$ cat config.mk
export PLATFORM = sky130hd
export DESIGN_NAME = pc_gen
export DESIGN_NICKNAME = d
export VERILOG_FILES = /design/src/rtl/pc_gen_pkg.sv /design/src/rtl/pc_redirect_buf.sv /design/src/rtl/pc_gen.sv
export SDC_FILE = /design/constraint.sdc
export NUM_CORES = 1
export LEC_CHECK = 0
export CORE_MARGIN = 2
export CORE_UTILIZATION = 40
export DETAILED_ROUTE_END_ITERATION = 10
export GPL_ROUTABILITY_DRIVEN = 0
export PLACE_DENSITY = 0.74
export REMOVE_ABC_BUFFERS = 1
export SYNTH_ARGS = -nofsm -noshare
export SYNTH_HDL_FRONTEND = slang
export SYNTH_SLANG_ARGS = --single-unit
$ cat constraint.sdc
create_clock -name clk -period 2.1 [get_ports clk]
set_clock_uncertainty 0.2 [all_clocks]
set_input_delay 0.315 -clock clk [delete_from_list [all_inputs] [get_ports clk]]
set_output_delay 0.315 -clock clk [all_outputs]
set_load 0.03 [all_outputs]
$ cat src/rtl/pc_gen_pkg.sv
// pc_gen_pkg: shared state encoding and constants for the program-counter generator
package pc_gen_pkg;
  typedef enum logic [1:0] {BOOT, RUN, HALT} state_e;
  localparam int PC_STEP = 4;
  localparam int DEF_XLEN = 32;
endpackage

$ cat src/rtl/pc_redirect_buf.sv
// pc_redirect_buf: holds a redirect target that arrived while fetch could not advance
module pc_redirect_buf #(
  parameter int XLEN = 32
) (
  input  logic            clk,
  input  logic            rst,
  input  logic            en,
  input  logic            adv,
  input  logic            redirect,
  input  logic [XLEN-1:0] target,
  output logic            pend_valid,
  output logic [XLEN-1:0] pend_target
);
  logic            pend_valid_d, pend_valid_q;
  logic [XLEN-1:0] pend_target_d, pend_target_q;
  always_comb begin
    pend_valid_d  = adv ? 1'b0 : (en & redirect) ? 1'b1 : pend_valid_q;
    pend_target_d = (en & ~adv & redirect) ? target : pend_target_q;
  end
  always_ff @(posedge clk) begin
    if (rst) begin
      pend_valid_q  <= 1'b0;
      pend_target_q <= '0;
    end else begin
      pend_valid_q  <= pend_valid_d;
      pend_target_q <= pend_target_d;
    end
  end
  assign pend_valid  = pend_valid_q;
  assign pend_target = pend_target_q;
endmodule

$ cat src/rtl/pc_gen.sv
// pc_gen: PC register, fetch handshake and next-PC mux; PC_MISALIGN_TRAP_EN halts on misaligned targets
module pc_gen
  import pc_gen_pkg::*;
#(
  parameter int              XLEN         = DEF_XLEN,
  parameter logic [XLEN-1:0] RESET_VECTOR = '0
) (
  input  logic            clk,
  input  logic            rst,
  input  logic            pc_gen_out,
  input  logic [XLEN-1:0] target_addr,
  input  logic            stall,
  output logic            if_req,
  output logic [XLEN-1:0] if_addr,
  input  logic            if_ready,
  output logic [XLEN-1:0] pc,
  output logic [XLEN-1:0] pc_plus4,
  output logic            misalign
);
  state_e          state_d, state_q;
  logic [XLEN-1:0] pc_d, pc_q, tgt, pend_target;
  logic            run, adv, redir, pend_valid;
`ifdef PC_MISALIGN_TRAP_EN
  logic            bad, misalign_d, misalign_q;
`endif
  pc_redirect_buf #(.XLEN(XLEN)) u_buf (
    .clk         (clk),
    .rst         (rst),
    .en          (run),
    .adv         (adv),
    .redirect    (pc_gen_out),
    .target      (target_addr),
    .pend_valid  (pend_valid),
    .pend_target (pend_target)
  );
  assign pc_plus4 = pc_q + XLEN'(PC_STEP);
  always_comb begin
    run   = state_q == RUN;
    adv   = run & if_ready & ~stall;
    redir = pc_gen_out | pend_valid;
    tgt   = pc_gen_out ? target_addr : pend_target;
`ifdef PC_MISALIGN_TRAP_EN
    bad        = adv & redir & (tgt[1:0] != 2'b00);
    pc_d       = (adv & ~bad) ? (redir ? tgt : pc_plus4) : pc_q;
    state_d    = state_q == BOOT ? RUN : bad ? HALT : state_q;
    misalign_d = misalign_q | bad;
`else
    pc_d    = adv ? (redir ? tgt & ~XLEN'(3) : pc_plus4) : pc_q;
    state_d = state_q == BOOT ? RUN : state_q;
`endif
  end
  always_ff @(posedge clk) begin
    if (rst) begin
      state_q <= BOOT;
      pc_q    <= RESET_VECTOR;
    end else begin
      state_q <= state_d;
      pc_q    <= pc_d;
    end
  end
`ifdef PC_MISALIGN_TRAP_EN
  always_ff @(posedge clk) begin
    if (rst) misalign_q <= 1'b0;
    else misalign_q <= misalign_d;
  end
  assign misalign = misalign_q;
`else
  assign misalign = 1'b0;
`endif
  assign if_req  = run;
  assign if_addr = pc_q;
  assign pc      = pc_q;
endmodule
* After elaboration in Yosys (flattened, before gate mapping)
Index checks and enable logic that the tools add are counted.
** Cells by class
- Shift operators :: 0
- Div/mod/pow operators :: 0
- $lt $le $gt $ge :: 0
- Bitwise gates (word level) :: 8
- Eq/ne operators :: 0
- Add/subtract/negate cells :: 1
- Muxes and demuxes :: 2
- Multipliers :: 0
- Reductions and logical operators :: 2
** Operator list (number)
- $mux 32 :: 2
- $add 32x3->32 const B :: 1
- $and 1x1->1 :: 5
- $logic_not 2->1 :: 1
- $not 1->1 :: 2
- $reduce_or 2->1 :: 1
- $or 1x1->1 :: 1
** Storage, ports and cells
- Memories kept :: 0
- Bits in latches :: 0
- Word-level logic and storage cells :: 17
- Memory bits (read-only) :: 0
- Memory bits (writable) :: 0
- Flip-flop bits (word level) :: 66

* Longest topological paths before layout
- Depth after elaboration :: 5
- Gate-level depth with buffers :: 8
- Gate-level depth less buffers :: 6

* Modules after synthesis
Synthesis repeated with hierarchy kept, for this count alone.
** Unflattened totals
- Cells, all modules :: 522
- Area total of the unflattened synthesis :: 4271.6 um^2
** Modules (own cells, without submodules)
- pc_gen :: cells each 379, area an instance 2772.7 um^2, sequential area each 620.6 um^2, instances 1
- pc_redirect_buf :: cells each 143, area an instance 1498.9 um^2, sequential area each 660.6 um^2, instances 1

* Least setup slack after synthesis
Ideal clock, no wire load.
- Path kind :: reg2out
- Start :: register pc_q[2] (netlist: if_addr[2])
- End :: output port pc_plus4[26]
- Cell stages (with the launch flop) :: 7
- Path buffers :: 0
- Arrival time :: 2.200 ns
- Slack :: -0.615 ns
- Data required time :: 1.585 ns
- Cell sequence :: dfxtp_1 ha_1 nand3_1 nor2_1 nand2_2 nor2_1 xor2_1
** On the way
- Longest elaborated chain between the ends :: 1
** RTL lines
- from (decl) :: RTL line pc_gen.sv:21 : logic [XLEN-1:0] pc_d, pc_q, tgt, pend_target;
- from (signal assigned) :: RTL line pc_gen.sv:58 : pc_q <= pc_d;
- $add 32x3->32 :: RTL line pc_gen.sv:36 : assign pc_plus4 = pc_q + XLEN'(PC_STEP);
- to (decl) :: RTL line pc_gen.sv:17 : output logic [XLEN-1:0] pc_plus4,
Every way passes these cells.

* Final worst setup path
- Start :: register pc_q[16] (netlist: if_addr[16])
- End :: output port pc_plus4[30]
The elaborated chain is that of the path after synthesis.

==> metrics <==
synthesized area=4070 µm²; pin count of the biggest net entering global routing=34; ant diodes=0; I/O Buffers=125; PwrDens=482 nW/µm²; first-pass GRT wire length=22.2 mm; Core Region=slightly below 10000 µm²; Critical Path Source Type=flip-flop; multi-input logic area=2780 µm²; Final HPWL DP=roughly 9.6 mm; most area-consuming cells after synthesis=dfxtp_1 31%, nand2_1 11%, a21oi_1 8.2%; Arr. time, crit path=1.84 ns; min Tclk post-route=2.36 ns; CP Data Required Time=1.58 ns; clk_lat worst skew=0.36 ns; wire length on met2=7.37 mm; area delta synth->final=62.6%; GRT Residual Overflow=0; cts hold-fix bufs=0; Die Ht=105 µm; Initial Utilization=41.4%; clk root buf=clkbuf_8; Via Count=4821; RSZ-0062 raised after global routing=true; FF/Latch Area=1290 µm²; TNS Setup=-3.71 ns; Slew Limit Fails=0; Seq/Total Area, Yosys=30.5%; Vias/cell=5.52; Min-Delay Path Class=input port to flip-flop; CTS buffer count=9; DR WL met3=1.02 mm; DR iter-0 viols=274; synthesized flop and latch total=62; Final setup viols=29; Post-DRT Antenna Nets=0; clock buffer depth=2; Synth async-reset ratio=0%; htree depth=3; clock sink count=62; status=complete, but fails checks; uppermost layer routed=met4; Die ar.=11000 µm²; drt drc=0; Total GRT Usage=25.0%; critical path capture point type=primary output; Post-synth top flop=dfxtp_1; NumNets Final=approximately 770; Fmax=424 MHz; period utilisation layout=112%; Metal-1 WL=5.75 mm; most numerous cell in the Yosys netlist=nand2_1; drt first pass iters=5; violated checks=negative setup slack; EDFF count, synth=0; area leader, netlist=dfxtp_1; max cap viols=0; design area=6610 µm²; Post-Syn Instances=563; Lkg Pwr=3.02 nW; drt wl/cell=16.6 µm; Power, Total=0.00318 W; initial antenna violation count=0; Netlist cell types=53; Post-Syn Area per Cell=7.22 µm²; Site Rows=36; Setup CP Type=flip-flop to primary output; layout cell share with drive strength beyond 1=32.4%; final wirelength=14.5 mm; CTS tree=built; Final Worst Setup Slack=-0.258 ns; final hold violation count=0; pre-CTS setup slack=-0.0458 ns; vias in the first global route=4525; share of the synthesized area in the top cell type=a little under a third; Top Ports=135; Layout fillers=819; worst-path fanout max=5; Area after DPL=5580 µm²; Worst-path clk slew=0.07 ns; Die Width=105 µm; YS warnings=0; most frequent cells after synthesis=116 x nand2_1, 67 x a21oi_1, 62 x dfxtp_1; Worst IR Drop VDD=0.000291 V
worst max-delay path: stages (launching register included):
cell,delay (ns)
dfxtp_1,0.36
and2_1,0.16
and4_4,0.28
buf_6,0.14
buf_4,0.12
nand4_4,0.11
xnor2_2,0.17
buf_6,0.15
power breakdown:
| part | internal (W) | switching (W) | leakage (nW) |
|---|---|---|---|
| logic | 0.000303 | 0.000429 | 2.39 |
| clock network | 0.000698 | 0.000497 | 0.110 |
| registers | 0.00122 | 0.0000372 | 0.516 |
| total | 0.00222 | 0.000963 | 3.02 |
cells by family after synthesis:
| logic type | count (synthesis) | share of synthesized area [%] |
|---|---|---|
| flops | 62 | 30.5 |
| mux | 7 | 1.85 |
| simple gates | 226 | 27.2 |
| fa+ha+maj | 1 | 0.308 |
| buf+inv | 87 | 11.9 |
| xor+xnor | 28 | 6.03 |
| compound gates | 151 | 22.1 |
| other cells | 1 | 0.0922 |
flip-flops by register name, summed over array words and instances, names as in the netlist:
signal             flops
state_q                1
u_buf.pend_valid       1
u_buf.pend_target     30
if_addr               30
final cells by class:
cell class	instances	area share, %
Sequential cell	62	19.5
Clock buffer	12	2.20
Inverter	7	0.398
Tap cell	133	2.52
Clock inverter	4	1.06
Timing Repair Buffer	235	32.3
Multi-Input combinational cell	420	42.0
timing repair:
item / in CTS / in global routing
resized for setup: 109 / 56
buffers inserted: 18 / 17
setup endpoints to repair: 37 / 47
pin swaps: 28 / 22
metrics by stage:
stage,utilization (%),cells,hold WS (ns)
finish,67.3,873,0.114
global route,67.3,873,0.114
CTS,63.9,860,0.0940
detailed placement,56.8,826,0.243
global placement,56.8,826,0.237
floorplan,-,489,0.177
metal layers:
metal	global-route usage, %	vias up
li1	-	2255
met1	29.5	2277
met2	44.8	245
met3	4.49	44
met4	9.62	0
met5	0	-
worst paths after layout:
| kind | startpoint | cells after the start | to | slack, ns |
|---|---|---|---|---|
| worst max-delay path | if_addr[16] | 7 | pc_plus4[30] | -0.26 |
| worst min-delay path | rst | 2 | if_addr[2] | 0.11 |
| worst max register to register | if_addr[16] | 9 | if_addr[30] | -0.01 |
| worst min register to register | u_buf.pend_target[15] | 2 | u_buf.pend_target[15] | 0.25 |
cells in the final DEF, fill, tap and decap left out, drive strengths merged, types with 3 or more instances in the layout:
master,n
and3,6
o31a,4
nor2b,6
buf,139
mux2i,6
nor3b,4
clkdlybuf4s50,74
nor3,6
nand4,9
o311ai,4
nor4,8
inv,7
and4,7
o211ai,3
a21oi,68
a22oi,3
and2,3
xnor2,14
dlygate4sd2,7
nor2,35
clkbuf,12
conb,7
a41oi,3
xor2,14
dfxtp,62
nand2,117
o21ai,43
nand3,13
a31oi,6
a211oi,6
nand2b,3
dlymetal6s2s,14
No activity file was read; power rests on OpenSTA's default activity.
